===== src/rtl/sound_pkg.sv =====
// Shared definitions for the buzzer arbiter: FSM states, source indices,
// default tone/duration constants and counter widths.
package sound_pkg;

  typedef enum logic [1:0] {
    IDLE = 2'd0,
    PLAY = 2'd1,
    GAP  = 2'd2
  } snd_state_t;

  // Source index doubles as priority: lower index wins.
  localparam logic [1:0] SND_DIED   = 2'd0;
  localparam logic [1:0] SND_GOLD   = 2'd1;
  localparam logic [1:0] SND_DIMOND = 2'd2;
  localparam logic [1:0] SND_SHOT   = 2'd3;

  // Defaults assume a 25 MHz clock.
  localparam int HP_DIED_DEF    = 12500;
  localparam int HP_GOLD_DEF    = 6250;
  localparam int HP_DIMOND_DEF  = 4167;
  localparam int HP_SHOT_DEF    = 25000;
  localparam int DUR_DIED_DEF   = 30;
  localparam int DUR_GOLD_DEF   = 8;
  localparam int DUR_DIMOND_DEF = 4;
  localparam int DUR_SHOT_DEF   = 3;
  localparam int GAP_FRAMES_DEF = 2;

  localparam int TONE_W  = 15;
  localparam int FRAME_W = 6;
  localparam int GAP_W   = 2;

  // Index of the lowest set bit (highest-priority pending source).
  // Returns 0 for an all-zero vector; callers qualify with a nonzero test.
  function automatic logic [1:0] lowest_set(input logic [3:0] vec);
    logic [1:0] idx;
    idx = 2'd0;
    for (int i = 3; i >= 0; i--) begin
      if (vec[i]) begin
        idx = 2'(i);
      end else begin
        idx = idx;
      end
    end
    return idx;
  endfunction

endpackage


===== src/rtl/tone_gen.sv =====
// Square-wave generator: counts clocks up to half_period-1, then toggles
// the output. 'clear' restarts the phase with the output low.
module tone_gen
  import sound_pkg::*;
(
  input  logic              clk,
  input  logic              reset,
  input  logic              clear,
  input  logic [TONE_W-1:0] half_period,
  output logic              wave
);

  logic [TONE_W-1:0] cnt_r;
  logic              wave_r;

  // Half-period counter with toggle flop; >= keeps it safe if the period shrinks.
  always_ff @(posedge clk or posedge reset) begin
    if (reset) begin
      cnt_r  <= {TONE_W{1'b0}};
      wave_r <= 1'b0;
    end else if (clear) begin
      cnt_r  <= {TONE_W{1'b0}};
      wave_r <= 1'b0;
    end else if (cnt_r >= (half_period - 15'd1)) begin
      cnt_r  <= {TONE_W{1'b0}};
      wave_r <= ~wave_r;
    end else begin
      cnt_r  <= cnt_r + 15'd1;
      wave_r <= wave_r;
    end
  end

  assign wave = wave_r;

endmodule


===== src/rtl/buzzer_arbiter.sv =====
// Buzzer arbiter: latches one-cycle sound requests, grants the buzzer to the
// highest-priority pending source, plays a tone for a number of frames and
// then enforces a silent gap before the next sound.
module buzzer_arbiter
  import sound_pkg::*;
#(
  parameter int HP_DIED    = HP_DIED_DEF,
  parameter int HP_GOLD    = HP_GOLD_DEF,
  parameter int HP_DIMOND  = HP_DIMOND_DEF,
  parameter int HP_SHOT    = HP_SHOT_DEF,
  parameter int DUR_DIED   = DUR_DIED_DEF,
  parameter int DUR_GOLD   = DUR_GOLD_DEF,
  parameter int DUR_DIMOND = DUR_DIMOND_DEF,
  parameter int DUR_SHOT   = DUR_SHOT_DEF,
  parameter int GAP_FRAMES = GAP_FRAMES_DEF
) (
  input  logic       clk,
  input  logic       reset,
  input  logic       startOfFrame,
  input  logic       mute,
  input  logic       req_died,
  input  logic       req_gold,
  input  logic       req_dimond,
  input  logic       req_shot,
  output logic       buzzer,
  output logic       busy,
  output logic [1:0] active_src
);

  // Reject parameters that do not fit the counters.
  generate
    if (HP_DIED < 1 || HP_DIED > 32767 || HP_GOLD < 1 || HP_GOLD > 32767 ||
        HP_DIMOND < 1 || HP_DIMOND > 32767 || HP_SHOT < 1 || HP_SHOT > 32767) begin : g_bad_hp
      $error("buzzer_arbiter: half-period parameter outside 1..32767");
    end
    if (DUR_DIED < 1 || DUR_DIED > 63 || DUR_GOLD < 1 || DUR_GOLD > 63 ||
        DUR_DIMOND < 1 || DUR_DIMOND > 63 || DUR_SHOT < 1 || DUR_SHOT > 63) begin : g_bad_dur
      $error("buzzer_arbiter: duration parameter outside 1..63");
    end
    if (GAP_FRAMES < 1 || GAP_FRAMES > 3) begin : g_bad_gap
      $error("buzzer_arbiter: GAP_FRAMES outside 1..3");
    end
  endgenerate

  function automatic logic [TONE_W-1:0] hp_of(input logic [1:0] src);
    logic [TONE_W-1:0] hp;
    case (src)
      SND_DIED:   hp = TONE_W'(HP_DIED);
      SND_GOLD:   hp = TONE_W'(HP_GOLD);
      SND_DIMOND: hp = TONE_W'(HP_DIMOND);
      SND_SHOT:   hp = TONE_W'(HP_SHOT);
      default:    hp = TONE_W'(HP_DIED);
    endcase
    return hp;
  endfunction

  function automatic logic [FRAME_W-1:0] dur_of(input logic [1:0] src);
    logic [FRAME_W-1:0] dur;
    case (src)
      SND_DIED:   dur = FRAME_W'(DUR_DIED);
      SND_GOLD:   dur = FRAME_W'(DUR_GOLD);
      SND_DIMOND: dur = FRAME_W'(DUR_DIMOND);
      SND_SHOT:   dur = FRAME_W'(DUR_SHOT);
      default:    dur = FRAME_W'(DUR_DIED);
    endcase
    return dur;
  endfunction

  snd_state_t         state_r, state_s;
  logic [3:0]         pending_r, pending_s;
  logic [1:0]         active_src_r, active_src_s;
  logic [FRAME_W-1:0] frame_cnt_r, frame_cnt_s;
  logic [GAP_W-1:0]   gap_cnt_r, gap_cnt_s;
  logic               busy_r;
  logic [3:0]         req_vec_s;
  logic [1:0]         pick_s;
  logic               grant_s;
  logic               retrig_s;
  logic [3:0]         grant_mask_s;
  logic [3:0]         retrig_mask_s;
  logic               tone_clear_s;
  logic               wave_s;

  assign req_vec_s = {req_shot, req_dimond, req_gold, req_died};
  assign pick_s    = lowest_set(pending_r);

  // Arbitration, request latching and frame/gap timing.
  always_comb begin
    state_s       = state_r;
    pending_s     = pending_r;
    active_src_s  = active_src_r;
    frame_cnt_s   = frame_cnt_r;
    gap_cnt_s     = gap_cnt_r;
    grant_s       = 1'b0;
    retrig_s      = 1'b0;
    grant_mask_s  = 4'b0000;
    retrig_mask_s = 4'b0000;
    tone_clear_s  = 1'b1;

    if (mute) begin
      state_s     = IDLE;
      pending_s   = 4'b0000;
      frame_cnt_s = {FRAME_W{1'b0}};
      gap_cnt_s   = {GAP_W{1'b0}};
    end else begin
      case (state_r)
        IDLE: grant_s = (pending_r != 4'b0000);
        PLAY: begin
          // Only strictly higher priority (lower index) may preempt.
          grant_s  = (pending_r != 4'b0000) && (pick_s < active_src_r);
          retrig_s = req_vec_s[active_src_r];
        end
        GAP:     grant_s = 1'b0;
        default: grant_s = 1'b0;
      endcase

      grant_mask_s  = grant_s ? (4'b0001 << pick_s) : 4'b0000;
      retrig_mask_s = retrig_s ? (4'b0001 << active_src_r) : 4'b0000;
      // A grant clears its bit even if the same source requests again now.
      pending_s = (pending_r | (req_vec_s & ~retrig_mask_s)) & ~grant_mask_s;

      if (grant_s) begin
        // Fresh sound: frame count loaded, a coincident frame strobe is ignored.
        state_s      = PLAY;
        active_src_s = pick_s;
        frame_cnt_s  = dur_of(pick_s);
        gap_cnt_s    = {GAP_W{1'b0}};
        tone_clear_s = 1'b1;
      end else begin
        case (state_r)
          PLAY: begin
            tone_clear_s = 1'b0;
            if (retrig_s) begin
              // Retrigger extends the sound but keeps the tone phase.
              frame_cnt_s = dur_of(active_src_r);
            end else if (startOfFrame) begin
              if (frame_cnt_r == 6'd1) begin
                state_s      = GAP;
                frame_cnt_s  = {FRAME_W{1'b0}};
                gap_cnt_s    = GAP_W'(GAP_FRAMES);
                tone_clear_s = 1'b1;
              end else begin
                frame_cnt_s = frame_cnt_r - 6'd1;
              end
            end else begin
              frame_cnt_s = frame_cnt_r;
            end
          end
          GAP: begin
            if (startOfFrame) begin
              if (gap_cnt_r == 2'd1) begin
                state_s   = IDLE;
                gap_cnt_s = {GAP_W{1'b0}};
              end else begin
                gap_cnt_s = gap_cnt_r - 2'd1;
              end
            end else begin
              gap_cnt_s = gap_cnt_r;
            end
          end
          IDLE:    state_s = IDLE;
          default: state_s = IDLE;
        endcase
      end
    end
  end

  // State and bookkeeping registers; busy is registered from the next state.
  always_ff @(posedge clk or posedge reset) begin
    if (reset) begin
      state_r      <= IDLE;
      pending_r    <= 4'b0000;
      active_src_r <= 2'd0;
      frame_cnt_r  <= {FRAME_W{1'b0}};
      gap_cnt_r    <= {GAP_W{1'b0}};
      busy_r       <= 1'b0;
    end else begin
      state_r      <= state_s;
      pending_r    <= pending_s;
      active_src_r <= active_src_s;
      frame_cnt_r  <= frame_cnt_s;
      gap_cnt_r    <= gap_cnt_s;
      busy_r       <= (state_s != IDLE);
    end
  end

  tone_gen u_tone (
    .clk         (clk),
    .reset       (reset),
    .clear       (tone_clear_s),
    .half_period (hp_of(active_src_r)),
    .wave        (wave_s)
  );

  assign buzzer     = wave_s;
  assign busy       = busy_r;
  assign active_src = active_src_r;

endmodule


===== config.mk =====
export PLATFORM = sky130hd
export DESIGN_NAME = buzzer_arbiter
export DESIGN_NICKNAME = d
export VERILOG_FILES = /design/src/rtl/sound_pkg.sv /design/src/rtl/tone_gen.sv /design/src/rtl/buzzer_arbiter.sv
export SDC_FILE = /design/constraint.sdc
export NUM_CORES = 1
export LEC_CHECK = 0
export ABC_AREA = 1
export CORE_AREA = 3 3 79 88
export DETAILED_ROUTE_END_ITERATION = 6
export DIE_AREA = 0 0 82 91
export PLACE_DENSITY_LB_ADDON = 0.05
export RECOVER_POWER = 100
export SLEW_MARGIN = 20
export SYNTH_ARGS = -nofsm -noshare
export SYNTH_HDL_FRONTEND = slang
export SYNTH_SLANG_ARGS = --single-unit

===== constraint.sdc =====
create_clock -name clk -period 6.8 [get_ports clk]
set_clock_uncertainty 0.05 [all_clocks]
set_input_delay 2.04 -clock clk [delete_from_list [all_inputs] [get_ports clk]]
set_output_delay 2.04 -clock clk [all_outputs]
set_load 0.03 [all_outputs]

### Yosys cells after proc, flatten, opt, wreduce, memory -nomap -nowiden

Cells that the tools add are included.

| storage, ports and cells | value |
|---|---|
| bits in registers | 33 |
| input bits | 8 |
| output and inout bits | 4 |
| word-level logic and storage cells | 99 |

| cells by class | value |
|---|---|
| add/subtract/negate cells | 4 |
| order comparisons | 3 |
| equality and inequality tests | 14 |
| shift operators | 2 |
| multiplexer cells | 48 |
| bitwise operators | 7 |
| reductions and logical operators | 13 |

Operator list:

| kind | count |
|---|---|
| 15-bit case mux with 4 select lines | 1 |
| 6-bit case mux with 4 select lines | 2 |
| 2-bit 2-to-1 mux | 18 |
| 6-bit 2-to-1 mux | 6 |
| 15-bit 2-to-1 mux | 2 |
| 4-bit != test, second input constant | 4 |
| 15-bit by 1-bit adder with 15-bit output, second input constant | 1 |
| 15-bit greater-or-equal comparator | 1 |
| 15-bit by 1-bit subtractor with 15-bit output, second input constant | 1 |
| 1-bit 2-to-1 mux | 12 |
| 4-bit 2-to-1 mux | 3 |
| 4-bit nonzero test | 3 |
| 2-bit == test, second input constant | 5 |
| 4-bit bitwise AND | 2 |
| 2-bit by 1-bit == test with 1-bit output, second input constant | 4 |
| 4-bit inverter | 2 |
| 2-bit case mux with 2 select lines | 2 |
| 1-bit by 2-bit << shifter with 4-bit output, first input constant | 2 |
| 6-bit by 1-bit == test with 1-bit output, second input constant | 1 |
| 2-bit zero test | 3 |
| 6-bit by 1-bit subtractor with 6-bit output, second input constant | 1 |
| 5-bit AND reduction | 1 |
| 4-bit OR | 1 |
| 2-bit AND reduction | 2 |
| other kinds (9) | 11 |

### Logic depth before layout (Yosys ltp)

| depth | value |
|---|---|
| depth after elaboration | 12 |
| gate-level depth with buffers | 15 |
| mapped depth without buffers | 14 |

### Cells and area by module

Synthesis repeated with hierarchy kept, for this count alone.

| second synthesis, totals | value |
|---|---|
| cells, all modules | 428 |
| area total of the unflattened synthesis | 3156.8 µm² |

By module, submodules not included:

| module | times used | cells each | area an instance (µm²) | sequential area each (µm²) |
|---|---|---|---|---|
| tone_gen | 1 | 216 | 1641.6 | 400.4 |
| buzzer_arbiter | 1 | 212 | 1515.2 | 425.4 |

### Worst setup path before layout

No wires, ideal clock.

| timing | value |
|---|---|
| path type | input -> register |
| start | input req_dimond |
| end | register u_tone.cnt_r[2] |
| library setup time | 0.124 ns |
| arrival time | 2.864 ns |
| required time | 6.626 ns |
| slack | 3.762 ns |
| stages | 9 |
| buffers on the path | 1 |
| path through | nor2_1 -> nor2_2 -> nand2_2 -> nand2_4 -> o21ai_2 -> nor2_4 -> nand2_4 -> buf_12 -> nor2_4 |

| between the ends | value |
|---|---|
| word-level cells in the longest chain between the ends | 9 |

Ends and longest elaborated chain:

| item | RTL line | source |
|---|---|---|
| start, declared | buzzer_arbiter.sv:23 | `input logic req_dimond,` |
| 1-bit binary-select mux with 2-bit select | buzzer_arbiter.sv:111 | `retrig_s = req_vec_s[active_src_r];` |
| 1-bit 2-to-1 mux (implied by the code) | buzzer_arbiter.sv:111 |  |
| 1-bit 2-to-1 mux | buzzer_arbiter.sv:106 | `case (state_r)` |
| 1-bit 2-to-1 mux | buzzer_arbiter.sv:100 | `if (mute) begin` |
| 1-bit 2-to-1 mux | buzzer_arbiter.sv:133 | `if (retrig_s) begin` |
| 1-bit 2-to-1 mux | buzzer_arbiter.sv:130 | `case (state_r)` |
| 1-bit 2-to-1 mux | buzzer_arbiter.sv:122 | `if (grant_s) begin` |
| 1-bit 2-to-1 mux | buzzer_arbiter.sv:100 |  |
| 15-bit 2-to-1 mux | tone_gen.sv:21 | `end else if (clear) begin` |
| end signal, assigned | tone_gen.sv:19 | `cnt_r <= {TONE_W{1'b0}};` |
| end signal, assigned | tone_gen.sv:22 | `cnt_r <= {TONE_W{1'b0}};` |
| end signal, assigned | tone_gen.sv:25 | `cnt_r <= {TONE_W{1'b0}};` |
| end, declared | tone_gen.sv:13 | `logic [TONE_W-1:0] cnt_r;` |

Every way passes these cells. The select of a mux whose other input is x is not followed.
A chain may end at the register's enable or synchronous reset.

### Final worst setup path

| timing | value |
|---|---|
| start | input mute |
| end | register u_tone.cnt_r[13] |

| between the ends | value |
|---|---|
| word-level cells in the longest chain between the ends | 2 |

Ends and longest elaborated chain:

| item | RTL line | source |
|---|---|---|
| start, declared | buzzer_arbiter.sv:20 | `input logic mute,` |
| 1-bit 2-to-1 mux | buzzer_arbiter.sv:100 |  |
| 15-bit 2-to-1 mux | tone_gen.sv:21 |  |

Every way passes these cells.

==> impl_results.md <==
* Antenna Cells at 0
* Syn nets at 404
* Die X at 82 um
* PD cells at 310 mW/mm2
* Adder-Cell Fraction of Synth Area at 0.151
* Synth Register Bits at 33
* Highest Clock Rate at 243 MHz
* Number of max-cap violations at 1
* Mapped Area at 0.00274 mm2
* DIE AREA at 0.00746 mm2
* Synthesis-to-layout area growth at 7.35%
* Core footprint at 0.00616 mm2
* Slew margin rel. at -0.187
* Vias in the first global route at 2,161
* Detailed Routing Iterations Pass 1 at 4
* I/O Buffers at 11
* Area share of the largest cell type after synthesis at 0.302
* Power share of the clock group at 0.161
* Vias at 2,203
* Failing checks: max-capacitance violations, max-slew violations
* Global route overflow at 0
* Row cnt at 30
* Worst-path fanout max at 15
* Worst path cell trace: dlygate4sd3_1, inv_1, nand2_4, nor2_1, nand2_1, nor2_1
* Final #Nets at 418
* Sequential fraction of the synthesis area at 0.302
* Final Cycle Share at 0.604
* Largest family of logic cells by synthesized area: simple AND/OR/NAND/NOR gates
* CTS resizes at 0
* H-tree level count at 2
* Worst-margin pin slew at 1780 ps
* Synth top cells by count: nand2_1 (83), inv_1 (52), nor2_1 (40), dfrtp_1 (33), ha_1 (33)
* Final Instance Area at 0.00294 mm2
* Die Height at 91 um
* Routed WL per cell at 13.0 um
* TritonCTS clock tree: yes
* GP Congestion at 0.825
* EDFF count, synth at 0
* CTS max path bufs at 2
* Slowest-stage cell, CP: nand2_1
* DP Area at 0.00290 mm2
* CTS sink cnt at 33
* Async S/R FF share, synth at 1.00
* Internal power at 0.474 mW
* Number of buffers created by CTS at 5
* Psw at 0.437 mW
* Compound-Gate Fraction of Synth Area at 0.0608
* I/O pin total at 12
* Initial drt markers at 118
* # Post-CTS Setup Buffers at 0
* Cell with the most instances after synthesis: nand2_1
* Largest net degree at the start of global routing at 34
* Syn Area/Cell at 7.55 um2
* Post-synthesis simple-gate area fraction at 0.348
* Total Routed Length at 5.93 mm
* Core Util, Final at 0.478
* Post-Synth XOR/XNOR Area at 0.0448
* Initial Util at 0.445
* Antenna Violating Nets Remaining at 0
* Max-slew violation count at 34
* CP Capture Type: flop
* Initial antenna violation count at 0
* Unrepaired setup endpoints after global routing: false
* Tot GR Track Use at 0.178
* Top_reg_cell synth: dfrtp_1
* Vias per cell at 4.81
* Hold_buf cts at 0
* Critical path required time at 6950 ps
* Crit path launch type: input port
* Clock slew seen by the registers of the worst setup and hold paths at 70 ps
* Min-delay worst type: flop to flop
* Max incr delay on CP at 650 ps
* Critical path's top delay family: simple AND/OR/NAND/NOR gates
* Synth Instances at 363
* First-pass GRT wire length at 10.2 mm
* Worst Path Arrival at 4260 ps
* Final hold vios at 0
* Tmin final at 4110 ps
* Fillers at 659
* Setup violators final at 0
* Post-synth top area cell: dfrtp_1
* Fin Setup TNS at 0 ps
* DPL Wire Length at 4.55 mm
* Drt drc at 0
* Worst path bufs/invs at 2
* Share of layout cells above drive strength 1 at 0.0714
* Most Frequent Cell on Critical Path: nor2_1
* Root buffer cell: clkbuf_8
* Status: finished with violations
* Yosys cell types at 29
* Crit path kind: input port to flop
* Warnings, synthesis at 0
* Logic pwr share at 0.545
* Switching power share of the total at 0.480
* Flop pwr share at 0.294
* Area contributors post-synth: dfrtp_1 (30%), ha_1 (15%), nand2_1 (11%)
* Clock Latency Late Sink at 290 ps
* Peak supply drop at 0.000130 V
* Leak at 1.45 nW
* Mux cell area share after synthesis at 0
power groups by stage:
| stage | logic [mW] | registers (mW) | clock network, mW |
|---|---|---|---|
| detailed placement | 0.510 | 0.272 | 0 |
| floorplan | 0.395 | 0.273 | 0 |
| global route | 0.579 | 0.273 | 0.162 |
| CTS | 0.515 | 0.268 | 0.153 |
| finish | 0.496 | 0.268 | 0.147 |
| global placement | 0.506 | 0.273 | 0 |
routing by layer:
layer	vias up	GRT usage	part of all wire
met5	-	0	0
met3	7	0.0347	0.025
met4	0	0.0540	0.014
met2	26	0.261	0.43
met1	989	0.261	0.53
li1	1181	-	-
per-stage QoR:
step	setup slack [ps]	cells	hold WS, ps	total power, mW
2_1_floorplan	3760	363	392	0.668
3_3_place_gp	3100	450	412	0.779
3_5_place_dp	3040	450	409	0.782
4_1_cts	3010	458	425	0.936
5_1_grt	2450	458	435	1.01
6_report	2690	458	425	0.911
path summary, 6_finish.rpt:
path / start / to / slack (ps) / cells past startpoint
worst min register to register: gap_cnt_r[1] / gap_cnt_r[1] / 430 / 2
max in group asynchronous: reset / pending_r[0] / 2910 / 3
worst max register to register: active_src[0] / u_tone.cnt_r[11] / 3380 / 13
worst max-delay path: mute / u_tone.cnt_r[13] / 2690 / 6
worst min-delay path: gap_cnt_r[1] / gap_cnt_r[1] / 430 / 2
min in group asynchronous: reset / u_tone.cnt_r[7] / 2760 / 3
state kept, by name (all words and copies together) (netlist names):
name	count
active_src	2
gap_cnt_r	2
u_tone.wave	1
pending_r	4
busy	1
state_r	2
frame_cnt_r	6
u_tone.cnt_r	15
worst min-delay path: cells and delay by family, from the launching register on:
family	cells	cell delay (ps)
DFF	1	340
and+or+nand+nor	2	100
placed cells by master (no fill, tap or decap), types with 9 or more instances in the layout:
cell type	n
nand4_1	10
xor2_1	9
dfrtp_1	33
nor2_4	10
a21oi_1	15
inv_1	52
nor2_1	41
nand2_1	87
o21ai_0	11
nand3_1	33
ha_1	33
layout make-up:
| type | count | area [um2] | area share |
|---|---|---|---|
| tap | 80 | 100 | 0.0340 |
| inverter | 54 | 203 | 0.0689 |
| timing repair buffer | 12 | 114 | 0.0387 |
| clock buffer | 8 | 80.1 | 0.0272 |
| sequential | 33 | 826 | 0.281 |
| multi-input combinational | 271 | 1620 | 0.550 |
cell families after synthesis:
kind of cell / after synthesis
and+or+nand+nor: 193
buffers and inverters: 59
adders and majority gates: 33
xor gates and xnor gates: 14
DFF: 33
AOI/OAI and AO/OA: 31
(Power assumes the default switching activity.)
